`src/rtl/apb_regfile_slave.sv`:
```
// APB completer exposing eight 32-bit registers (R0 = read-only ID, R1..R7 = read/write)
// with a fixed number of access-phase wait states and Pslverr on bad decodes.
module apb_regfile_slave #(
   parameter int unsigned SLAVE_IDX   = 0,
   parameter logic [31:0] BASE_ADDR   = 32'h8000_0000,
   parameter int unsigned WAIT_CYCLES = 1,
   parameter logic [31:0] ID_VALUE    = 32'hA9B0_0001
) (
   input  logic        clk,
   input  logic        rst,
   input  logic [2:0]  Pselx,
   input  logic        Penable,
   input  logic        Pwrite,
   input  logic [31:0] Paddr,
   input  logic [31:0] Pwdata,
   output logic [31:0] Prdata,
   output logic        Pready,
   output logic        Pslverr
);

   typedef enum logic {IDLE, ACCESS} state_t;

   state_t      state, state_nxt;
   logic [2:0]  cnt;
   logic [2:0]  lat_idx;
   logic        lat_write;
   logic        lat_valid;
   logic [31:0] lat_wdata;
   logic [31:0] regs [1:7];

   logic        sel;
   logic [2:0]  idx;
   logic        dec_valid;
   logic [31:0] rd_value;
   logic        setup;
   logic        access_on;

   // Mask-and-reduce keeps every select bit referenced while picking ours.
   assign sel       = |(Pselx & (3'b001 << SLAVE_IDX));
   assign idx       = Paddr[4:2];
   assign dec_valid = (Paddr[31:5] == BASE_ADDR[31:5]) && (Paddr[1:0] == 2'b00)
                      && !(Pwrite && (idx == 3'd0));
   assign setup     = (state == IDLE) && sel && !Penable;
   assign access_on = (state == ACCESS) && sel && Penable;

   assign Pready  = (state == ACCESS) && (cnt == 3'd0);
   assign Pslverr = Pready && !lat_valid;

   always_comb begin
      rd_value = ID_VALUE;
      for (int unsigned i = 1; i < 8; i++) begin
         if (idx == 3'(i)) rd_value = regs[i];
      end
   end

   always_ff @(posedge clk) begin
      if (!rst) state <= IDLE;
      else      state <= state_nxt;
   end

   always_comb begin
      state_nxt = state;
      case (state)
         IDLE:    if (sel && !Penable) state_nxt = ACCESS;
         ACCESS:  if (!sel || !Penable || (cnt == 3'd0)) state_nxt = IDLE;
         default: state_nxt = IDLE;
      endcase
   end

   always_ff @(posedge clk) begin
      if (!rst) begin
         cnt       <= '0;
         Prdata    <= '0;
         lat_idx   <= '0;
         lat_write <= 1'b0;
         lat_valid <= 1'b0;
         lat_wdata <= '0;
         for (int unsigned i = 1; i < 8; i++) regs[i] <= '0;
      end else if (setup) begin
         lat_idx   <= idx;
         lat_write <= Pwrite;
         lat_wdata <= Pwdata;
         lat_valid <= dec_valid;
         cnt       <= 3'(WAIT_CYCLES);
         Prdata    <= (dec_valid && !Pwrite) ? rd_value : '0;
      end else if (access_on) begin
         if (cnt != 3'd0) begin
            cnt <= cnt - 3'd1;
         end else if (lat_valid && lat_write) begin
            for (int unsigned i = 1; i < 8; i++) begin
               if (lat_idx == 3'(i)) regs[i] <= lat_wdata;
            end
         end
      end
   end

endmodule
```
`config.mk`:
```
export PLATFORM = sky130hd
export DESIGN_NAME = apb_regfile_slave
export DESIGN_NICKNAME = d
export VERILOG_FILES = /design/src/rtl/apb_regfile_slave.sv
export SDC_FILE = /design/constraint.sdc
export NUM_CORES = 1
export LEC_CHECK = 0
export CAP_MARGIN = 10
export CELL_PAD_IN_SITES_DETAIL_PLACEMENT = 0
export CELL_PAD_IN_SITES_GLOBAL_PLACEMENT = 1
export CORE_UTILIZATION = 47
export DETAILED_ROUTE_END_ITERATION = 8
export GPL_TIMING_DRIVEN = 0
export PLACE_DENSITY_LB_ADDON = 0.1
export SYNTH_ARGS = -nofsm -noshare
export SYNTH_HDL_FRONTEND = slang
export SYNTH_SLANG_ARGS = --single-unit
```
`constraint.sdc`:
```
create_clock -name clk -period 6.2 [get_ports clk]
set_clock_uncertainty 0.05 [all_clocks]
set_input_delay 1.24 -clock clk [delete_from_list [all_inputs] [get_ports clk]]
set_output_delay 1.24 -clock clk [all_outputs]
set_load 0.005 [all_outputs]
```
# Yosys cells after proc, flatten, opt, wreduce, memory -nomap -nowiden
# Memories as Yosys holds them, arrays and structs flattened.
# Cells that the tools add are included.
[totals]
mem_bits_rw = 224
register_bits = 73
memories = 1
[op_classes]
n_reduce_logical = 28
n_mux = 71
n_bitwise = 9
addsub = 1
eq_ne = 15
[mem_list]
columns = ["name", "depth", "width", "read_ports", "rd_clocked_by_memory_dff", "write_ports", "line_no", "text"]
rows = [
  ["regs", 7, 32, 7, 0, 7, "29", "logic [31:0] regs [1:7];"],
]
[ops]
columns = ["cell", "count"]
rows = [
  ["two-way mux 32 bit", 15],
  ["two-way mux 1 bit", 55],
  ["== test 27 bit (second input constant)", 1],
  ["== test 3 bit (second input constant)", 8],
  ["== test 3 x 2 -> 1 bit (second input constant)", 4],
  ["logical AND 1 bit", 12],
  ["OR 1 bit", 7],
  ["== test 3 x 1 -> 1 bit (second input constant)", 2],
  ["zero test 3 bit", 2],
  ["zero test 1 bit", 5],
  ["AND reduction 2 bit", 2],
  ["nonzero test 2 bit", 2],
  ["nonzero test 3 bit", 1],
  ["subtractor 3 x 1 -> 3 bit (second input constant)", 1],
  ["zero test 2 bit", 1],
  ["logical OR 1 bit", 2],
  ["inverter 1 bit", 2],
  ["case mux 1 bit (2 select lines)", 1],
  ["OR reduction 2 bit", 1],
]

# Depth between registers and ports, before layout
# Gate-level depths: netlist (run 1).
[depth]
depth_word = 9
mapped_depth = 8

# Worst setup path before layout (run 1)
# OpenSTA, ideal clock, no wires.
[synth_timing]
path_kind = "input to register"
from = "input port Pselx[0]"
to = "register regs[0][128] (netlist name)"
path_buffers = 0
t_arrival_ps = 4861
required_ps = 5639
slack_ps = 778
stages = 4
path_cell_list = "nand4_1 > nor2_1 > nand2_1 > o41ai_1"
[synth_rtl]
columns = ["item", "line_no", "text"]
rows = [
  ["start, declared", "11", "input logic [2:0] Pselx,"],
]

==> results of run 1 <==
-- synthesized netlist by cell type (2+ instances only) --
cell type	n	share of area, %
nor4_1	4	0.20
clkbuf_1	37	1.1
buf_2	12	0.48
o21ai_0	9	0.36
nor3b_1	9	0.53
mux2_2	9	0.80
o22ai_1	73	3.6
nand2b_1	4	0.20
nor3_1	4	0.16
or4_1	2	0.12
and3_1	2	0.099
buf_1	3	0.089
ha_1	2	0.20
inv_1	2	0.059
o221ai_1	2	0.14
nand2_1	133	4.0
clkbuf_2	21	0.83
edfxtp_1	224	53
a21oi_1	41	1.6
nand3_1	5	0.20
a211oi_1	8	0.48
o21ai_1	30	1.2
and2_1	225	11
nand4b_1	3	0.21
dfxtp_1	73	12
o221a_2	7	0.62
nand4_1	2	0.099
mux2i_1	57	4.5
nor2_1	35	1.0
-- worst min path at each step --
stage | start | endpoint | cells past startpoint
6_report | Prdata[5]$_SDFFE_PN0P_ | Prdata[5]$_SDFFE_PN0P_ | 2
5_1_grt | Prdata[9]$_SDFFE_PN0P_ | Prdata[9]$_SDFFE_PN0P_ | 2
4_1_cts | Prdata[5]$_SDFFE_PN0P_ | Prdata[5]$_SDFFE_PN0P_ | 2
3_5_place_dp | Prdata[5]$_SDFFE_PN0P_ | Prdata[5]$_SDFFE_PN0P_ | 2
3_3_place_gp | Prdata[4]$_SDFFE_PN0P_ | Prdata[4]$_SDFFE_PN0P_ | 2
2_1_floorplan | Prdata[13]$_SDFFE_PN0P_ | Prdata[13]$_SDFFE_PN0P_ | 2
-- area by class of cell --
cell class	count	share of cell area, %
clock inverters	18	1.22
flip-flops and latches	297	53.4
repair buffers	110	7.69
multi-input cells	677	27.3
well taps	335	2.73
plain buffers	74	2.11
clock buffers	39	5.52
inverters	3	0.0734
-- placed cells by master (no fill, tap or decap), types with 3 or more instances in the layout --
master,instances
clkbuf_1,41
clkdlybuf4s50_1,98
o21ai_1,30
buf_4,4
o221a_2,7
o21ai_0,3
o21ai_4,6
edfxtp_1,224
bufinv_16,4
nand3_1,5
and2_1,225
buf_2,12
clkinv_1,7
buf_16,3
dfxtp_1,73
clkbuf_16,31
nor4_1,4
a21oi_1,41
nand2_1,133
buf_12,3
nor3b_1,9
a211oi_1,8
buf_6,3
clkbuf_8,4
nor2_1,35
buf_1,3
mux2_2,9
nand4b_1,3
nor3_1,4
clkinv_2,5
o22ai_1,73
nand2b_1,4
clkbuf_2,21
mux2i_1,57
-- kinds of logic after synthesis --
kind of cell,count (synthesis)
AND/OR/NAND/NOR,434
flip-flops,297
AO/OA/AOI/OAI,172
buffers and inverters,77
multiplexers,67
XOR/XNOR,2
adder cells (fa/ha/maj),2
-- per-layer routing --
layer	up-vias	share of wire (%)	GRT usage, %	routed length (um)
li1	4041	-	-	-
met1	4137	44	35.9	15400
met2	306	46	41.6	16000
met3	63	7.1	4.08	2460
met4	0	2.6	6.50	912
met5	-	0	0	0
-- sequential cells by signal, summed over array words and instances (netlist names) --
signal     count
cnt            3
lat_write      1
state          1
lat_wdata     32
lat_valid      1
regs         224
lat_idx        3
Prdata        32
-- where the power goes --
part,total [mW],internal [mW],switching (mW)
logic,0.289,0.114,0.175
clock network,1.89,1.12,0.763
registers,2.22,2.19,0.0334
total,4.40,3.43,0.971
-- tightest hold or removal path, cell delays in order, from the launching register on --
cell,delay [ns]
dfxtp_1,0.31
nand2_1,0.05
o21ai_1,0.05
-- stage by stage --
stage          power, mW  std cells  setup TNS, ns  setup slack [ns]  util, %
2_1_floorplan       2.40       1051              0             0.778        -
3_5_place_dp        2.56       1496              0              1.98     54.6
6_report            4.40       1553              0              2.58     58.5
3_3_place_gp        2.54       1484        -333.30             -3.71     53.5
5_1_grt             4.52       1553              0              2.42     58.5
4_1_cts             4.41       1553              0              2.56     58.5
==> impl_metrics.ini, run 1 <==
[global_routing]
grt_overflow = 0
grt_max_degree = 23
grt_pass1_vias = 8280
grt_pass1_wl_mm = 52.3
grt.total_usage_pct = 25.6
antenna_found_initial = 0

[yosys]
synthesis.nets = 1124
synth_top_family_by_area = simple AND/OR/NAND/NOR gates
synth_fa_ha_area_share_pct = 0.198
async_flop_share_pct = 0
synth_xor_area_share_pct = 0.139
avgSynthCellArea_um2 = 12.0
ys_seq_area_share_pct = 64.8
ys.flop_type = edfxtp_1
syn_area_mm2 = 0.0126
synth_edf_count = 224
yosysWarnings = 0
synth_cells = 1051
synth_seq_cells = 297
synth_compound_gate_area_share_pct = 8.16
synthMuxAreaShare_pct = 5.50
synth_cell_types = 42
synth-simple-area-share_pct = 18.5

[timing]
tightest_slew_ns = 1.16
hold_ws_ns = 0.394
rsz0062_at_grt = no
timing_hold_violations_final = 0
period_needed_ns = 3.62
finalSetupViolCount = 0
max_freq_mhz = 277
period_share_pct = 58.3
maxSlewViolCount = 0
slew_headroom_pct = 22.7

[clock_network]
cts_resized = 0
cts_sinks = 297
clockRootBuffer = clkbuf_16
cts_buffer_depth = 3
post-cts-setup-buffers = 0
htree_levels = 1
hold_buffers = 0
tritoncts = built
numCtsBuffers = 31
clkTransAtPathRegs_ns = 0.06
clk-insertion-delay-late_ns = 0.55

[layout]
syn_to_final_growth_pct = 21.4
nets = 1267
drive_gt1_share_pct = 9.93
multi_input_area_mm2 = 0.00418
n_antenna_cell = 0
seq_area_mm2 = 0.00819
final_area_mm2 = 0.0153
num-fill-cells = 2171

[setup_path]
worst-path-stages = 9
cpPeakStageDelay_ns = 0.79
crit_slowest_cell = o41ai_2
critPathCaptureType = flip-flop
cp_max_fo = 7
startpoint = Penable
ff2ff_setup_slack_ns = 3.19
worstSetupPathType = input port to flip-flop
path_buf_inv = 5
timing.rr.start = cnt[0]$_SDFFE_PN0P_
worstPathArrival_ns = 3.83
worstPathRequired_ns = 6.41
rr_endpoint = regs[0][133]$_SDFFCE_PN0P_
rr_worst_depth = 10
crit_chain = clkdlybuf4s50_1 > nand4_1 > nor2_1 > nand2_1 > o41ai_2 > buf_6 > buf_6 > buf_4 > buf_4
path_delay_family = buffers and inverters
critPathLaunchType = input port
endpoint = regs[0][133]$_SDFFCE_PN0P_

[routing]
routed_wl_mm = 34.9
wl_per_cell_um = 22.5
route.detailed.drc = 1
viasPerCell = 5.50
drt_iter0_markers = 805
vias = 8547
drt-pass1-iter-count = 9
antenna_left = 0

[floorplanning]
die_h_um = 166
die_area_mm2 = 0.0275
ioPinCount = 105
rows = 59
die_w_um = 166
initial_core_util_pct = 48.2
core_mm2 = 0.0262

[pwr]
p_leak_nw = 5.63
vdd_drop_max_v = 0.000251
powerDensity_mw_per_mm2 = 287

[place]
portBuffers = 98
dpl_cell_area_mm2 = 0.0143
routabilityCongestion = 0.788
place_hpwl_mm = 23.0

[outcome]
violations = design-rule violations
outcome = complete, but fails checks

[run]
cap_violations = 0

[hold_path]
holdCritPathClass = flip-flop to flip-flop
Note: power is estimated with default switching activity, not from simulation.
==> run 2: changes to the inputs <==
==> constraint.sdc (replaced) <==
create_clock -name clk -period 3.4 [get_ports clk]
set_clock_uncertainty 0.05 [all_clocks]
set_input_delay 0.68 -clock clk [delete_from_list [all_inputs] [get_ports clk]]
set_output_delay 0.68 -clock clk [all_outputs]
set_load 0.005 [all_outputs]
==> run 2 against run 1 <==
  * Sequential power grew 83%
  * Global-route usage grew 0.067 points
  * The flow still finishes with violations (design-rule violations)
  * Via count shrank 0.32%
  * Highest routed layer unchanged
  * Largest power group unchanged
  * Hold slack gained 0.0026 ns
==> impl_metrics.ini, run 2 (synthesis gave the netlist of run 1 again) <==
[floorplanning]
die_w_um = 166
rows = 59
ioPinCount = 105
initial_core_util_pct = 48.2
core_mm2 = 0.0262
die_area_mm2 = 0.0275
die_h_um = 166

[place]
portBuffers = 98
dpl_worst_slack_ns = -0.0723
dpl_cell_area_mm2 = 0.0143
routabilityCongestion = 0.816
place_hpwl_mm = 22.9

[layout]
final_common_cell = and2_1
drive_gt1_share_pct = 9.55
syn_to_final_growth_pct = 20.7
n_antenna_cell = 0
top_regs = regs (224), Prdata (32), lat_wdata (32)
top_register = regs
final_area_mm2 = 0.0152
largest_register_ffs = 224
layout_common_cells = and2_1 (225), edfxtp_1 (224), nand2_1 (133)
nets = 1264

[timing]
period_share_pct = 83.4
tightest_slew_ns = 1.19
finalSetupViolCount = 0
rsz0062_at_grt = no
timing_hold_violations_final = 0
setup_ws_ns = 0.565
period_needed_ns = 2.83
slew_headroom_pct = 20.6
max_freq_mhz = 353
maxSlewViolCount = 0

[setup_path]
critPathCaptureType = flip-flop
worstPathRequired_ns = 3.82
worstSetupPathType = input port to flip-flop
path_delay_family = buffers and inverters
crit_slowest_cell = clkbuf_1
worstPathArrival_ns = 3.26
path_buf_inv = 3
critPathLaunchType = input port
crit_chain = clkdlybuf4s50_1 > nor3b_1 > clkbuf_1 > buf_1 > nand2_1 > a21oi_1
cp_max_fo = 10
cpPeakStageDelay_ns = 0.89

[global_routing]
grt_pass1_wl_mm = 52.2
grt.total_usage_pct = 25.7
antenna_found_initial = 0
grt_overflow = 0
grt_util_met2_pct = 42.0
grt_pass1_vias = 8347
grt_use_met1_pct = 35.8
grt_max_degree = 22
use_met3_pct = 3.79
top_usage_layer = met2

[clock_network]
tritoncts = built
post-cts-setup-buffers = 0
cts_buffer_depth = 3
numCtsBuffers = 31
hold_buffers = 0
htree_levels = 1
clk-insertion-delay-late_ns = 0.56
cts_resized = 0
clkTransAtPathRegs_ns = 0.06
clockRootBuffer = clkbuf_16
cts_sinks = 297

[pwr]
p_comb_share_pct = 6.8
swShare_pct = 22.4
vdd_drop_max_v = 0.000339
p_switching_mw = 1.74
p_clk_share_pct = 41.0
p_leak_nw = 5.58
powerDensity_mw_per_mm2 = 509
intPower_mw = 6.03
p_seq_share_pct = 52.2

[outcome]
outcome = complete, but fails checks
violations = design-rule violations

[routing]
route.detailed.drc = 8
wl_per_cell_um = 22.4
drt-pass1-iter-count = 7
viasPerCell = 5.50
drt_iter0_markers = 731
antenna_left = 0
routed_wl_mm = 34.7
vias = 8520

[hold_path]
holdCritPathClass = flip-flop to flip-flop

[run]
cap_violations = 0
run 2: changes by cell type in the layout (fill, tap and decap cells not counted):
cell and change:
clkinv_1 -2, buf_6 -1, clkinvlp_4 -1, o41ai_2 -1, o41ai_4 +1, buf_4 -3
clkinv_2 +2, bufinv_16 -3, buf_8 +1, clkbuf_1 +4
run 2: layer usage:
| layer | share of wire, % | wire length (um) |
|---|---|---|
| met5 | 0 | 0 |
| met4 | 2.3 | 802 |
| met3 | 5.9 | 2040 |
| met2 | 47 | 16300 |
| met1 | 45 | 15500 |
run 2: worst reg2reg max path: stages (launching register included):
cell	delay, ns
dfxtp_1	0.32
inv_1	0.08
ha_1	0.21
nand4_1	0.16
or3_4	0.44
nor3_1	0.78
clkbuf_2	0.42
and2_1	0.18
run 2: worst paths after layout:
kind | endpoint | from | depth (start not counted) | slack (ns)
hold / removal | Prdata[4]$_SDFFE_PN0P_ | Prdata[4]$_SDFFE_PN0P_ | 2 | 0.40
setup reg to reg | regs[0][86]$_SDFFCE_PN0P_ | cnt[0]$_SDFFE_PN0P_ | 7 | 0.62
setup / recovery | lat_idx[0]$_SDFFE_PN0P_ | Pselx[0] | 6 | 0.57
hold reg to reg | Prdata[4]$_SDFFE_PN0P_ | Prdata[4]$_SDFFE_PN0P_ | 2 | 0.40
run 2: final cells by class:
cell class	instances	area (um^2)
flip-flops and latches	297	8190
well taps	335	419
clock inverters	14	91.3
fillers	2154	11000
repair buffers	107	1160
inverters	3	11.3
clock buffers	43	861
plain buffers	74	323
multi-input cells	677	4190
run 2: power groups by stage:
stage | combinational (mW) | clock [mW] | sequential (mW)
final | 0.525 | 3.19 | 4.06
after global routing | 0.563 | 3.38 | 4.07
after CTS | 0.525 | 3.22 | 4.06
after detailed placement | 0.524 | 0 | 4.13
after global placement | 0.490 | 0 | 4.15
after floorplan | 0.265 | 0 | 4.12
run 2: stage by stage:
step                      hold slack, ns  power, mW  util, %  instances  TNS [ns]
after floorplan                    0.393       4.38        -       1051    -84.44
after global placement             0.387       4.64     53.6       1484   -685.69
after detailed placement           0.393       4.66     54.5       1493    -0.815
after CTS                          0.400       7.80     58.2       1550         0
after global routing               0.417       8.01     58.2       1550         0
final                              0.396       7.77     58.2       1550         0
